### src/rtl/dso100fb_timing_pkg.sv
// Shared types and constants for the DSO100 framebuffer display timing generator.
package dso100fb_timing_pkg;

  typedef logic [11:0] len_t;
  typedef len_t [5:0]  seg_lens_t;
  typedef logic [2:0]  seg_idx_t;

  typedef enum logic [1:0] {
    ST_IDLE     = 2'b00,
    ST_RUNNING  = 2'b01,
    ST_STOPPING = 2'b10
  } state_t;

  localparam seg_idx_t SEG_BEFORE     = 3'd0;
  localparam seg_idx_t SEG_OVERLAY    = 3'd1;
  localparam seg_idx_t SEG_AFTER      = 3'd2;
  localparam seg_idx_t SEG_FRONTPORCH = 3'd3;
  localparam seg_idx_t SEG_SYNC       = 3'd4;
  localparam seg_idx_t SEG_BACKPORCH  = 3'd5;
  localparam seg_idx_t SEG_NONE       = 3'd6;

  // Lowest segment index >= from with a nonzero length, SEG_NONE if there is none.
  function automatic seg_idx_t next_nonzero(input seg_lens_t lens, input seg_idx_t from);
    seg_idx_t r;
    seg_idx_t j;
    r = SEG_NONE;
    for (int unsigned i = 6; i > 0; i--) begin
      j = seg_idx_t'(i - 1);
      if (j >= from && lens[j] != '0) r = j;
    end
    return r;
  endfunction

endpackage

### src/rtl/dso100fb_timing_axis.sv
// One timing axis: shadowed segment lengths, segment index and in-segment counter with zero-length skip.
module dso100fb_timing_axis
  import dso100fb_timing_pkg::*;
(
  input  logic      CLK,
  input  logic      RST,
  input  logic      LOAD,
  input  logic      ADVANCE,
  input  seg_lens_t LEN_IN,
  output seg_idx_t  SEG,
  output logic      AT_FIRST,
  output logic      LAST
);

  seg_lens_t shadow_q;
  seg_idx_t  seg_q;
  len_t      cnt_q;

  len_t     cur_len;
  logic     seg_end;
  seg_idx_t nxt_seg;
  seg_idx_t first_seg;
  seg_idx_t load_seg;

  always_comb begin
    cur_len   = (seg_q <= SEG_BACKPORCH) ? shadow_q[seg_q] : '0;
    seg_end   = (cur_len == '0) || (cnt_q == cur_len - len_t'(1));
    nxt_seg   = next_nonzero(shadow_q, seg_q + seg_idx_t'(1));
    first_seg = next_nonzero(shadow_q, SEG_BEFORE);
    if (first_seg == SEG_NONE) first_seg = SEG_BEFORE;
    load_seg  = next_nonzero(LEN_IN, SEG_BEFORE);
    if (load_seg == SEG_NONE) load_seg = SEG_BEFORE;
  end

  always_ff @(posedge CLK or posedge RST) begin
    if (RST) begin
      shadow_q <= '0;
      seg_q    <= SEG_BEFORE;
      cnt_q    <= '0;
    end else if (LOAD) begin
      shadow_q <= LEN_IN;
      seg_q    <= load_seg;
      cnt_q    <= '0;
    end else if (ADVANCE) begin
      if (seg_end) begin
        seg_q <= (nxt_seg == SEG_NONE) ? first_seg : nxt_seg;
        cnt_q <= '0;
      end else begin
        cnt_q <= cnt_q + len_t'(1);
      end
    end
  end

  assign SEG      = seg_q;
  assign AT_FIRST = (cnt_q == '0) && (seg_q == first_seg);
  assign LAST     = seg_end && (nxt_seg == SEG_NONE);

endmodule

### src/rtl/dso100fb_timing.sv
// DSO100 framebuffer display timing generator: start/stop FSM, H/V axes, registered panel pins.
// Define DSO100FB_TIMING_OVERLAY_EN to drive OVERLAY; otherwise it is tied low.
module dso100fb_timing
  import dso100fb_timing_pkg::*;
(
  input  logic        CLK,
  input  logic        RST,
  input  logic        START,
  input  logic        STOP,
  output logic        STARTED,
  output logic        STOPPED,
  output logic [1:0]  STATE,
  input  logic [11:0] TIMING_WIDTHBEFOREOVERLAY,
  input  logic [11:0] TIMING_WIDTHOVERLAY,
  input  logic [11:0] TIMING_WIDTHAFTEROVERLAY,
  input  logic [11:0] TIMING_HFRONTPORCH,
  input  logic [11:0] TIMING_HSYNCPULSE,
  input  logic [11:0] TIMING_HBACKPORCH,
  input  logic [11:0] TIMING_HEIGHTBEFOREOVERLAY,
  input  logic [11:0] TIMING_HEIGHTOVERLAY,
  input  logic [11:0] TIMING_HEIGHTAFTEROVERLAY,
  input  logic [11:0] TIMING_VFRONTPORCH,
  input  logic [11:0] TIMING_VSYNCPULSE,
  input  logic [11:0] TIMING_VBACKPORCH,
  input  logic        HSYNC_POLARITY,
  input  logic        VSYNC_POLARITY,
  input  logic        DE_POLARITY,
  output logic        HSYNC,
  output logic        VSYNC,
  output logic        DE,
  output logic        OVERLAY,
  output logic        LINE_START,
  output logic        FRAME_START
);

  state_t    state_q, state_d;
  seg_lens_t h_lens, v_lens;
  seg_idx_t  h_seg, v_seg;
  logic      h_first, v_first, h_last, v_last;
  logic      running, frame_end, start_acc, load;
  logic      started_d, stopped_d;
  logic      de_act, hs_act, vs_act, ovl_act;

  assign h_lens = {TIMING_HBACKPORCH, TIMING_HSYNCPULSE, TIMING_HFRONTPORCH,
                   TIMING_WIDTHAFTEROVERLAY, TIMING_WIDTHOVERLAY, TIMING_WIDTHBEFOREOVERLAY};
  assign v_lens = {TIMING_VBACKPORCH, TIMING_VSYNCPULSE, TIMING_VFRONTPORCH,
                   TIMING_HEIGHTAFTEROVERLAY, TIMING_HEIGHTOVERLAY, TIMING_HEIGHTBEFOREOVERLAY};

  assign running   = (state_q != ST_IDLE);
  assign frame_end = running && h_last && v_last;
  assign load      = start_acc || frame_end;

  always_comb begin
    state_d   = state_q;
    start_acc = 1'b0;
    started_d = 1'b0;
    stopped_d = 1'b0;
    unique case (state_q)
      ST_IDLE: begin
        if (START && !STOP && (h_lens != '0) && (v_lens != '0)) begin
          state_d   = ST_RUNNING;
          start_acc = 1'b1;
          started_d = 1'b1;
        end
      end
      ST_RUNNING: begin
        if (STOP) state_d = ST_STOPPING;
      end
      ST_STOPPING: begin
        if (frame_end) begin
          state_d   = ST_IDLE;
          stopped_d = 1'b1;
        end
      end
      default: state_d = ST_IDLE;
    endcase
  end

  always_ff @(posedge CLK or posedge RST) begin
    if (RST) begin
      state_q <= ST_IDLE;
      STARTED <= 1'b0;
      STOPPED <= 1'b0;
    end else begin
      state_q <= state_d;
      STARTED <= started_d;
      STOPPED <= stopped_d;
    end
  end

  assign STATE = state_q;

  dso100fb_timing_axis u_haxis (
    .CLK      (CLK),
    .RST      (RST),
    .LOAD     (load),
    .ADVANCE  (running),
    .LEN_IN   (h_lens),
    .SEG      (h_seg),
    .AT_FIRST (h_first),
    .LAST     (h_last)
  );

  dso100fb_timing_axis u_vaxis (
    .CLK      (CLK),
    .RST      (RST),
    .LOAD     (load),
    .ADVANCE  (running && h_last),
    .LEN_IN   (v_lens),
    .SEG      (v_seg),
    .AT_FIRST (v_first),
    .LAST     (v_last)
  );

  always_comb begin
    de_act = running && (h_seg <= SEG_AFTER) && (v_seg <= SEG_AFTER);
    hs_act = running && (h_seg == SEG_SYNC);
    vs_act = running && (v_seg == SEG_SYNC);
`ifdef DSO100FB_TIMING_OVERLAY_EN
    ovl_act = running && (h_seg == SEG_OVERLAY) && (v_seg == SEG_OVERLAY);
`else
    ovl_act = 1'b0;
`endif
  end

  // Qualifiers lag the counters by one cycle; polarity is applied at the register input.
  always_ff @(posedge CLK or posedge RST) begin
    if (RST) begin
      HSYNC       <= 1'b0;
      VSYNC       <= 1'b0;
      DE          <= 1'b0;
      OVERLAY     <= 1'b0;
      LINE_START  <= 1'b0;
      FRAME_START <= 1'b0;
    end else begin
      HSYNC       <= hs_act ~^ HSYNC_POLARITY;
      VSYNC       <= vs_act ~^ VSYNC_POLARITY;
      DE          <= de_act ~^ DE_POLARITY;
      OVERLAY     <= ovl_act;
      LINE_START  <= running && h_first;
      FRAME_START <= running && h_first && v_first;
    end
  end

endmodule

### config.mk
export PLATFORM = sky130hd
export DESIGN_NAME = dso100fb_timing
export DESIGN_NICKNAME = d
export VERILOG_FILES = /design/src/rtl/dso100fb_timing_pkg.sv /design/src/rtl/dso100fb_timing_axis.sv /design/src/rtl/dso100fb_timing.sv
export SDC_FILE = /design/constraint.sdc
export NUM_CORES = 1
export LEC_CHECK = 0
export ABC_AREA = 1
export CORE_MARGIN = 3
export CORE_UTILIZATION = 45
export DETAILED_ROUTE_END_ITERATION = 12
export PLACE_DENSITY = 0.68
export SKIP_CTS_REPAIR_TIMING = 1
export SLEW_MARGIN = 10
export SYNTH_ARGS = -nofsm -noshare
export SYNTH_HDL_FRONTEND = slang
export SYNTH_SLANG_ARGS = --single-unit
### constraint.sdc
create_clock -name CLK -period 10.4 [get_ports CLK]
set_input_delay 1.04 -clock CLK [delete_from_list [all_inputs] [get_ports CLK]]
set_output_delay 1.04 -clock CLK [all_outputs]
set_load 0.05 [all_outputs]
==> results.ini <==
[outcome]
outcome=finished, final reports clean

[global_routing]
grt_pass1_wl_mm=53.6
use_met3_pct=3.50
top_usage_layer=met2
globalRouteMet1Util_pct=30.8
grt_usage_pct=23.6
gr-total-overflow=0
antenna_found_initial=0
grt_util_met2_pct=39.7
grt_start_max_net_pins=132
grt_pass1_vias=10700

[sta]
finalHoldViolations=0
max_freq_mhz=193
worst_slew_pin_slew_ns=1.07
drv_slew=0
final.min_clock_period_ns=5.19
rsz0062_at_grt=no
tns_ns=0
hold-worst-slack_ns=0.504
setup_viol=0
fin_skew_ns=0.0162
relSlewSlack_pct=28.4
setup_slack_ns=5.21
fin_crit_sh_pct=49.9

[power_and_ir_drop]
power_switching_mw=1.94
powerDensity_nw_per_um2=289
irDropWorstVdd_mv=0.145
power_leakage_nw=6.45
clkPwrFrac_pct=16.5
power_mw=3.96
swShare_pct=48.9
p_int_mw=2.03
p_comb_share_pct=53.8
p_seq_share_pct=29.8

[yosys]
yosysTopAreaCellShare_pct=39.8
synth_top_area_cell=dfrtp_1
ys_types=46
synthesis.nets=1826
synth_ff_type=dfrtp_1
yosysWarnings=0
synth_area_leaders=dfrtp_1, nand2_1, nand3_1, inv_1, o21ai_0
syn_inst=1657
avgSynthCellArea_um2=6.95
synth_edf_count=0
ys_seq_area_share_pct=39.8
async_flop_share_pct=100
synth-seq-cells=183
synth_area_um2=11500

[cells_and_area]
layout_commonest_cell=nand2_1
final_util_pct=55.4
finish.instance_area_um2=13700
nets=1943
final_cell_mix=nand2_1, inv_1, dfrtp_1
drive_above_1_share_pct=4.70
antennaDiodeCount=0
fillers=2395
syn2layout_area_growth_pct=19.1
instances_no_fill=2111

[routing]
viasPerCell=5.24
drtIter0Drc=915
dr_total_vias=11100
wl_mm=32.4
drc_errors=0
drtPass1Iterations=5
antenna_left=0
routedWlPerCell_um=15.4

[worst_setup_path]
critPathMostFrequentCell=nand2_1
worstPathRequired_ns=10.76
cp_top_family=simple AND/OR/NAND/NOR gates
r2r_cells=20
path_cells=inv_2 -> nand3_1 -> nand3_1 -> nand2_1 -> ha_1 -> nand2_1 -> nor2_4 -> nand2_1 -> nand2_1 -> nand2_1 -> nand2_1 -> nand2_1 -> nor2_1 -> nand3_1 -> nand2_2 -> nand2_2 -> o21ai_4 -> buf_4 -> nand2_1 -> o21ai_0
rrSetupSlack_ns=5.21
cp_slowest_cell=buf_4
r2r-end=u_haxis.shadow_q[58]
slowest_delay_ns=0.93
cp_max_fo=131
worst-path-buf-inv=2
endpoint=u_haxis.shadow_q[58]
path_depth=20
regToRegStartpoint=u_vaxis.SEG[1]
crit_type=flop to flop
critPathArrivalTime_ns=5.55
crit_start=u_vaxis.SEG[1]
start_kind=flop
cp-end-kind=flop

[floorplan]
rows=57
io_pins=161
die-area_um2=27500
die_h_um=166
start_util_pct=46.5
core_um2=24700
die_w_um=166

[clocking]
path_clk_slew_ns=0.07
clockBufferDepth=2
cts_tree=done
clock_latency_ns=0.45
htree_levels=4
cts.sinks=183
root_buffer=clkbuf_16
cts_buffers=17

[place]
place_area_um2=13100
dpl_worst_slack_ns=5.22
io_buffers=159
place_inst=2079
dp_hpwl_mm=24.4
place.gp.congestion=0.867

[hold_path]
worstHoldPathType=flop to flop
holdPathStages=2

[flow_run]
cap_violations=0

[sequential cells by signal, indices dropped and copies added, names as in the netlist, 2 cells and up]
name and cells:
u_vaxis.SEG 3, STATE 2, u_haxis.cnt_q 12, u_haxis.shadow_q 72
u_vaxis.shadow_q 72, u_vaxis.cnt_q 12, u_haxis.SEG 3
[worst reg2reg max path: cells and delay by family, from the launching register on]
family | cells | cell delay, ns
AOI/OAI and AO/OA | 2 | 0.78
adders and majority gates | 1 | 0.25
and+or+nand+nor | 15 | 1.95
DFF | 1 | 0.78
buffers and inverters | 2 | 1.35
[area by class of cell]
cell class	count	area [um2]	share of cell area, %
timing repair buffer	165	1640	11.9
clock buffer	18	429	3.13
tap	324	405	2.96
clock inverter	14	159	1.16
multi-input combinational	1200	5720	41.7
sequential	183	4580	33.4
inverter	207	782	5.70
[cells by family after synthesis]
family	share of synthesized area (%)
AOI/OAI and AO/OA	11.2
xor gates and xnor gates	1.52
adders and majority gates	1.96
buffers and inverters	10.6
DFF	39.8
other	0.0326
and+or+nand+nor	34.8
[Yosys cell counts, types with 2 or more instances]
master / instances
o21ai_1: 26
nand4_1: 32
a21boi_0: 2
nand2_2: 5
or2_2: 5
o21bai_1: 3
inv_2: 8
a21oi_1: 17
clkbuf_1: 5
nor3_1: 29
nand3b_1: 3
inv_1: 198
nand2_1: 550
ha_1: 18
dfrtp_1: 183
buf_4: 7
xnor2_1: 3
o21ai_0: 135
nor2_1: 103
o21ai_2: 20
o211ai_1: 14
nor4_1: 43
xor2_1: 17
buf_2: 41
nand3_1: 156
nor2_4: 3
buf_12: 2
o2111ai_1: 2
buf_6: 10
[worst min path at each step]
stage | start | end
after floorplan | u_haxis.shadow_q[51] | u_haxis.shadow_q[51]
after global placement | u_vaxis.shadow_q[62] | u_vaxis.shadow_q[62]
after detailed placement | u_vaxis.shadow_q[59] | u_vaxis.shadow_q[59]
after CTS | u_vaxis.shadow_q[59] | u_vaxis.shadow_q[59]
after global routing | u_vaxis.shadow_q[59] | u_vaxis.shadow_q[59]
final | u_vaxis.shadow_q[11] | u_vaxis.shadow_q[11]
[power by group through the flow]
stage	Combinational [mW]	Clock [mW]	Sequential (mW)
after floorplan	1.63	0	1.16
after global placement	2.08	0	1.19
after detailed placement	2.12	0	1.19
after CTS	2.13	0.660	1.18
after global routing	2.43	0.687	1.22
final	2.13	0.652	1.18
[per-layer routing]
metal	routed length (um)	vias up
met5	0	-
met4	1130	0
met3	1450	66
met2	15300	312
met1	14500	5079
li1	-	5603
No activity file was read; power rests on OpenSTA's default activity.
